## config.mk

```make
export PLATFORM = sky130hd
export DESIGN_NAME = mips32_bench_ctrl
export DESIGN_NICKNAME = d
export VERILOG_FILES = /design/src/rtl/mips32_bench_ctrl.sv
export SDC_FILE = /design/constraint.sdc
export NUM_CORES = 1
export LEC_CHECK = 0
export CAP_MARGIN = 20
export CELL_PAD_IN_SITES_DETAIL_PLACEMENT = 1
export CELL_PAD_IN_SITES_GLOBAL_PLACEMENT = 2
export CORE_MARGIN = 8
export CORE_UTILIZATION = 27
export DETAILED_ROUTE_END_ITERATION = 12
export PLACE_DENSITY = 0.88
export SYNTH_ARGS = -nofsm -noshare
export SYNTH_HDL_FRONTEND = slang
export SYNTH_SLANG_ARGS = --single-unit
```

## constraint.sdc

```tcl
create_clock -name clk_x -period 4.7 [get_ports clk_x]
set_input_delay 1.41 -clock clk_x [delete_from_list [all_inputs] [get_ports clk_x]]
set_output_delay 1.41 -clock clk_x [all_outputs]
set_load 0.05 [all_outputs]
```

## src/rtl/mips32_bench_ctrl.sv

```systemverilog
// Program-load / run / result-dump controller wrapped around the mips32 core.
// Latency: imem write lands 1 cycle after a load handshake; dump words appear 1 cycle after the slot frees.
// Backpressure: ld_ready is high for the whole load phase; dump_valid/dump_data are held while !dump_ready.
//
// Ports:
//   clk_x, rst                  clock and synchronous active-high reset
//   start                       begins a session from IDLE or DONE
//   ld_valid/ld_ready/ld_data/ld_last   program word stream into imem
//   imem_we/imem_addr/imem_wdata        registered imem write port
//   cpu_hold, cpu_halt          core freeze control and halt report
//   rf_raddr/rf_rdata, dm_raddr/dm_rdata  combinational debug read ports of the core
//   dump_valid/dump_ready/dump_data/dump_is_mem/dump_idx   result dump stream
//   cycle_cnt, timeout, load_err, done  session status
module mips32_bench_ctrl #(
    parameter int unsigned XLEN       = 32,
    parameter int unsigned IMEM_AW    = 10,
    parameter int unsigned DMEM_AW    = 10,
    parameter int unsigned LOAD_BASE  = 1,
    parameter int unsigned NREG_DUMP  = 4,
    parameter int unsigned DMEM_BASE  = 1,
    parameter int unsigned NMEM_DUMP  = 3,
    parameter int unsigned MAX_CYCLES = 10
) (
    input  logic               clk_x,
    input  logic               rst,
    input  logic               start,
    input  logic               ld_valid,
    output logic               ld_ready,
    input  logic [XLEN-1:0]    ld_data,
    input  logic               ld_last,
    output logic               imem_we,
    output logic [IMEM_AW-1:0] imem_addr,
    output logic [XLEN-1:0]    imem_wdata,
    output logic               cpu_hold,
    input  logic               cpu_halt,
    output logic [4:0]         rf_raddr,
    input  logic [XLEN-1:0]    rf_rdata,
    output logic [DMEM_AW-1:0] dm_raddr,
    input  logic [XLEN-1:0]    dm_rdata,
    output logic               dump_valid,
    input  logic               dump_ready,
    output logic [XLEN-1:0]    dump_data,
    output logic               dump_is_mem,
    output logic [9:0]         dump_idx,
    output logic [31:0]        cycle_cnt,
    output logic               timeout,
    output logic               load_err,
    output logic               done
);

    typedef enum logic [2:0] {
        S_IDLE,
        S_LOAD,
        S_RUN,
        S_DUMP_REG,
        S_DUMP_MEM,
        S_DONE
    } state_t;

    state_t state_q, state_d;

    logic [IMEM_AW-1:0] ptr_q;
    logic               imem_we_q;
    logic [IMEM_AW-1:0] imem_addr_q;
    logic [XLEN-1:0]    imem_wdata_q;
    logic [31:0]        cycle_cnt_q;
    logic               timeout_q;
    logic               load_err_q;
    logic [4:0]         rf_raddr_q;
    logic [DMEM_AW-1:0] dm_raddr_q;
    logic [31:0]        mem_cnt_q;
    logic               last_issued_q;
    logic               dump_valid_q;
    logic [XLEN-1:0]    dump_data_q;
    logic               dump_is_mem_q;
    logic [9:0]         dump_idx_q;

    logic        ptr_at_end;
    logic [31:0] cnt_inc;
    logic        budget_hit;
    logic        dump_load;
    logic        last_reg;
    logic        last_mem;

    assign ptr_at_end = (ptr_q == {IMEM_AW{1'b1}});
    // Saturating run counter.
    assign cnt_inc    = (cycle_cnt_q == 32'hFFFF_FFFF) ? cycle_cnt_q : cycle_cnt_q + 32'd1;
    assign budget_hit = (cnt_inc >= 32'(MAX_CYCLES));
    // Output slot is free when empty or being drained this cycle; the debug
    // reads are combinational, so a new word can be captured on the same edge.
    assign dump_load  = !dump_valid_q || dump_ready;
    assign last_reg   = (rf_raddr_q == 5'(NREG_DUMP));
    assign last_mem   = (mem_cnt_q == 32'(NMEM_DUMP) - 32'd1);

    // State register
    always_ff @(posedge clk_x) begin
        if (rst) begin
            state_q <= S_IDLE;
        end else begin
            state_q <= state_d;
        end
    end

    // Next-state logic. The dump states name the source of the next word to
    // fetch; the word on the output may still belong to the previous source.
    // last_issued_q marks that nothing remains to fetch, so the session only
    // completes once that final word has been handshaken.
    always_comb begin
        state_d = state_q;
        case (state_q)
            S_IDLE, S_DONE: begin
                if (start) state_d = S_LOAD;
            end
            S_LOAD: begin
                if (ld_valid) begin
                    if (ld_last)         state_d = S_RUN;
                    else if (ptr_at_end) state_d = S_DONE;
                end
            end
            S_RUN: begin
                if (cpu_halt || budget_hit) state_d = S_DUMP_REG;
            end
            S_DUMP_REG: begin
                if (dump_load) begin
                    if (last_issued_q)                   state_d = S_DONE;
                    else if (last_reg && NMEM_DUMP != 0) state_d = S_DUMP_MEM;
                end
            end
            S_DUMP_MEM: begin
                if (dump_load && last_issued_q) state_d = S_DONE;
            end
            default: state_d = S_IDLE;
        endcase
    end

    // Output decode
    always_comb begin
        cpu_hold = 1'b1;
        ld_ready = 1'b0;
        done     = 1'b0;
        case (state_q)
            S_LOAD:  ld_ready = 1'b1;
            S_RUN:   cpu_hold = 1'b0;
            S_DONE:  done     = 1'b1;
            default: ;
        endcase
    end

    // Datapath
    always_ff @(posedge clk_x) begin
        if (rst) begin
            ptr_q         <= '0;
            imem_we_q     <= 1'b0;
            imem_addr_q   <= '0;
            imem_wdata_q  <= '0;
            cycle_cnt_q   <= '0;
            timeout_q     <= 1'b0;
            load_err_q    <= 1'b0;
            rf_raddr_q    <= '0;
            dm_raddr_q    <= '0;
            mem_cnt_q     <= '0;
            last_issued_q <= 1'b0;
            dump_valid_q  <= 1'b0;
            dump_data_q   <= '0;
            dump_is_mem_q <= 1'b0;
            dump_idx_q    <= '0;
        end else begin
            imem_we_q <= 1'b0;
            case (state_q)
                S_IDLE, S_DONE: begin
                    if (start) begin
                        ptr_q       <= IMEM_AW'(LOAD_BASE);
                        cycle_cnt_q <= '0;
                        timeout_q   <= 1'b0;
                        load_err_q  <= 1'b0;
                    end
                end
                S_LOAD: begin
                    if (ld_valid) begin
                        imem_we_q    <= 1'b1;
                        imem_addr_q  <= ptr_q;
                        imem_wdata_q <= ld_data;
                        // The top word is still written; the load just stops there.
                        if (!ld_last && ptr_at_end) load_err_q <= 1'b1;
                        if (!ptr_at_end)            ptr_q <= ptr_q + IMEM_AW'(1);
                    end
                end
                S_RUN: begin
                    cycle_cnt_q <= cnt_inc;
                    if (cpu_halt || budget_hit) begin
                        timeout_q     <= !cpu_halt;   // halt wins a tie with the budget
                        rf_raddr_q    <= 5'd1;
                        dm_raddr_q    <= DMEM_AW'(DMEM_BASE);
                        mem_cnt_q     <= '0;
                        last_issued_q <= 1'b0;
                    end
                end
                S_DUMP_REG: begin
                    if (dump_load) begin
                        if (last_issued_q) begin
                            dump_valid_q <= 1'b0;
                        end else begin
                            dump_valid_q  <= 1'b1;
                            dump_data_q   <= rf_rdata;
                            dump_is_mem_q <= 1'b0;
                            dump_idx_q    <= 10'(rf_raddr_q);
                            if (last_reg) begin
                                if (NMEM_DUMP == 0) last_issued_q <= 1'b1;
                            end else begin
                                rf_raddr_q <= rf_raddr_q + 5'd1;
                            end
                        end
                    end
                end
                S_DUMP_MEM: begin
                    if (dump_load) begin
                        if (last_issued_q) begin
                            dump_valid_q <= 1'b0;
                        end else begin
                            dump_valid_q  <= 1'b1;
                            dump_data_q   <= dm_rdata;
                            dump_is_mem_q <= 1'b1;
                            dump_idx_q    <= 10'(dm_raddr_q);
                            if (last_mem) begin
                                last_issued_q <= 1'b1;
                            end else begin
                                dm_raddr_q <= dm_raddr_q + DMEM_AW'(1);
                                mem_cnt_q  <= mem_cnt_q + 32'd1;
                            end
                        end
                    end
                end
                default: ;
            endcase
        end
    end

    assign imem_we     = imem_we_q;
    assign imem_addr   = imem_addr_q;
    assign imem_wdata  = imem_wdata_q;
    assign rf_raddr    = rf_raddr_q;
    assign dm_raddr    = dm_raddr_q;
    assign dump_valid  = dump_valid_q;
    assign dump_data   = dump_data_q;
    assign dump_is_mem = dump_is_mem_q;
    assign dump_idx    = dump_idx_q;
    assign cycle_cnt   = cycle_cnt_q;
    assign timeout     = timeout_q;
    assign load_err    = load_err_q;

endmodule
```

### Word-level counts from Yosys, hierarchy flattened

Index checks and enable logic that the tools add are counted.

| storage, ports and cells | value |
|---|---|
| bits in registers | 182 |
| bits of input ports | 103 |
| word-level logic and storage cells | 136 |

| cells by class | value |
|---|---|
| $lt $le $gt $ge | 1 |
| bitwise gates (word level) | 1 |
| reductions and logical operators | 27 |
| equal/unequal tests | 23 |
| add/sub/neg operators | 5 |
| mux-type cells | 63 |

Operators with widths:

| operator | number |
|---|---|
| $mux 32 | 10 |
| $pmux 32 s2 | 3 |
| $mux 10 | 11 |
| $add 32x1->32 const B | 2 |
| $pmux 10 s2 | 3 |
| $eq 32x2->1 const B | 1 |
| $eq 32x32->1 const B | 1 |
| $ge 32x4->1 const B | 1 |
| $mux 3 | 9 |
| $ne 2x2->1 const B | 12 |
| $add 10x1->10 const B | 2 |
| $mux 5 | 4 |
| $mux 1 | 17 |
| $pmux 3 s5 | 1 |
| $reduce_and 5->1 | 3 |
| $eq 10x10->1 const B | 1 |
| $pmux 5 s2 | 1 |
| $reduce_bool 2->1 | 5 |
| $pmux 1 s2 | 4 |
| $reduce_and 4->1 | 2 |
| $reduce_and 7->1 | 1 |
| $eq 3x2->1 const B | 2 |
| $eq 3x3->1 const B | 2 |
| $ne 3x3->1 const B | 2 |
| 11 further kinds | 20 |

### Depth between registers and ports, before layout

| depth | value |
|---|---|
| word-level depth | 6 |
| gate-level depth with buffers | 14 |
| gate-level depth less buffers | 11 |

### Worst setup path before layout

Ideal clock, no wire load.

| timing path | value |
|---|---|
| path type | input -> register |
| from | in cpu_halt |
| to | reg dm_raddr_q[0] (netlist: dm_raddr[0]) |
| library setup time | 0.128 ns |
| stages | 10 |
| path buffers | 2 |
| slack | 0.979 ns |
| arrival | 3.593 ns |
| path through | a2111oi_0 -> o2111ai_1 -> a311o_1 -> nor4bb_1 -> o2111ai_2 -> o31ai_4 -> buf_6 -> buf_6 -> mux2i_1 -> nor2_1 |

| on the way | value |
|---|---|
| cells in the longest elaborated chain, start to end | 3 |

RTL lines:

| item | RTL line | source |
|---|---|---|
| start: declaration | 35 | `input logic cpu_halt,` |
| $logic_or 1x1->1 | 190 | `if (cpu_halt \|\| budget_hit) begin` |
| $ne 2x2->1 (no source line) | - |  |
| $reduce_and 5->1 (no source line) | - |  |
| end signal: assignment | 193 | `dm_raddr_q <= DMEM_AW'(DMEM_BASE);` |
| end signal: assignment | 227 | `dm_raddr_q <= dm_raddr_q + DMEM_AW'(1);` |
| end: declaration | 70 | `logic [DMEM_AW-1:0] dm_raddr_q;` |

Every way passes these cells.
A chain may end at the register's enable or synchronous reset.

### Worst setup path after layout

Same ends and word-level chain as after synthesis.

==> results.toml <==
[power_and_ir_drop]
combPwrFrac_pct = 34.1
p_sw_w = 0.00196
power_density_nw_per_um2 = 409
ir_drop_v = 0.000305
switching_share_pct = 39.1
seq_power_share_pct = 36.0
intPower_w = 0.00305
power_frac_clock_pct = 29.9
finalPower_w = 0.00501
leakage_nw = 3.87

[critical_path]
endpoint_kind = "flop"
worstPathArrival_ns = 4.58
critPathMaxFanout = 78
timing.rr.start = "cycle_cnt[0]"
reg2reg_slack_ns = 0.51
cp-start-kind = "primary input"
startpoint = "cpu_halt"
crit_type = "primary input to flop"
crit_required_ns = 5.00

[placed_design]
dp.cells = 1766
port_buffers = 241
post-dp-hpwl_um = 24200
routabilityCongestion = 0.872

[routing]
drt-total-wl_um = 34400
via_count = 9481
first_pass_iters = 7
wl_per_cell_um = 19.1
drc = 0
antenna_left = 0
drt_iter0_drc = 463
via_per_inst = 5.27

[sta]
setup_viol = 0
slew_headroom_pct = 35.8
skew_ns = 0.00805
tns_ns = 0
period_needed_ns = 4.28
finalMaxSlewViolations = 0
fmax_ghz = 0.234
final_hold_viol_count = 0
tightest_slew_ns = 0.963
fin_crit_sh_pct = 91.0
rsz0062_at_grt = "no"
whs_ns = 0.452

[synth]
async_reset_ff_share_pct = 0
syn_area_per_cell_um2 = 7.69
synthCells = 1160
synth_nets = 1270
yosysWarnings = 0
synth_cell_types = 65
synth_ff_type = "dfxtp_1"
ys_seq_area_share_pct = 40.8
synth_edf_count = 0
syn_area_um2 = 8920
synth_seq_cells = 182

[finish]
nNetsFinal = 1453
layout_commonest_cell = "clkdlybuf4s50_1"
fin_cells = 1798
antennaDiodeCount = 0
drive_gt1_share_pct = 4.94
final_util_pct = 37.7
area_growth_pct = 37.3
mostFrequentLayoutCells = "clkdlybuf4s50_1 (240), nand2_1 (203), dfxtp_1 (182)"

[die]
core.rowCount = 66
die_w_um = 198
fp.dieH_um = 198
die-area_um2 = 39100
io_pins = 242
initial_utilization_pct = 27.4
placeableCoreArea_um2 = 32500

[global_route]
grt_max_degree = 117
overflow = 0
grt_pass1_wl_um = 53600
antenna_found_initial = 1
grt_pass1_vias = 9515
grt.total_usage_pct = 16.9

[run]
maxCapViolCount = 0

[clock_network]
clkSinkCount = 182
path_clk_slew_ns = 0.07
post_cts_buffers = 0
cts-htree-levels = 4
postCtsHoldBufs = 0
clockBufferDepth = 2
cts_resized = 0
cts_root_buffer = "clkbuf_16"
clk_latency_ns = 0.44
cts_made_buffers = 17
cts_tree = "yes"

[hold_path]
hold_start = "dump_idx[8]"
hp-class = "flop to flop"

[outcome]
outcome = "completed"
[sequential cells by signal, summed over array words and instances, names as in the netlist, 10 cells and up]
signal,cells
cycle_cnt,32
dm_raddr,10
dump_data,32
dump_idx,10
imem_addr,10
imem_wdata,32
mem_cnt_q,32
ptr_q,10
[final timing paths]
path / endpoint / depth (start not counted)
setup / recovery: dm_raddr[0] / 10
hold / removal: dump_idx[8] / 2
setup reg to reg: dm_raddr[0] / 11
hold reg to reg: dump_idx[8] / 2
[power groups by stage]
stage / logic, W / clock network (W) / registers, W
after CTS: 0.00173 / 0.00155 / 0.00180
after detailed placement: 0.00173 / 0 / 0.00184
after global routing: 0.00184 / 0.00160 / 0.00183
after global placement: 0.00170 / 0 / 0.00183
final: 0.00171 / 0.00150 / 0.00180
after floorplan: 0.000690 / 0 / 0.00225
[stage by stage]
| stage | instance area [um2] | worst slack [ns] |
|---|---|---|
| after global placement | 11700 | 0.305 |
| after global routing | 12300 | 0.209 |
| after floorplan | 8920 | 0.979 |
| final | 12300 | 0.425 |
| after CTS | 12300 | 0.474 |
| after detailed placement | 11700 | 0.0624 |
[worst max-delay path, stage by stage]
cell	delay, ns
clkdlybuf4s50_1	0.46
a2111oi_0	0.47
o2111ai_1	0.17
a311o_1	0.32
nor4bb_1	0.48
o2111ai_2	0.31
o31ai_4	0.34
buf_12	0.31
mux2i_1	0.22
nor2_1	0.05
[final cells by class]
cell class                 instances  area, um2
clock buffer                      20        447
timing repair buffer             259       2590
fill                            3939      20300
inverter                          20       75.1
clock inverter                    12        144
tap                              442        553
sequential                       182       3640
multi-input combinational        863       4790
[synthesized netlist by cell type (all sizes together) (14+ instances only)]
| cell type | n | area share, % |
|---|---|---|
| nand2 | 203 | 8.5 |
| nor3 | 16 | 1.0 |
| or3 | 27 | 1.9 |
| a21oi | 125 | 7.0 |
| dfxtp | 182 | 41 |
| nand3 | 52 | 3.0 |
| nand4 | 27 | 1.9 |
| and3 | 14 | 0.98 |
| o21ai | 57 | 3.2 |
| buf | 22 | 1.7 |
| or4 | 24 | 2.0 |
| clkbuf | 73 | 3.1 |
| a311oi | 51 | 5.0 |
| o31ai | 24 | 2.2 |
| nor4 | 18 | 1.4 |
| nor2 | 108 | 4.5 |
| inv | 20 | 0.84 |
[metal layers]
layer | vias to the layer above | wire length, um | track usage (%)
met5 | - | 13 | 0
met4 | 2 | 533 | 4.51
met3 | 42 | 2020 | 3.97
met2 | 247 | 16600 | 28.7
met1 | 4617 | 15200 | 21.3
li1 | 4573 | - | -
[kinds of logic (layout without fill, tap and decap cells)]
group | Yosys count | in the layout | synth area share, %
xor gates and xnor gates | 18 | 18 | 1.77
adders and majority gates | 7 | 7 | 0.981
muxes | 4 | 4 | 0.463
DFF | 182 | 182 | 40.8
and+or+nand+nor | 526 | 526 | 28.4
AOI/OAI and AO/OA | 308 | 308 | 22.0
buffers and inverters | 115 | 311 | 5.61
No activity file was read; power rests on OpenSTA's default activity.
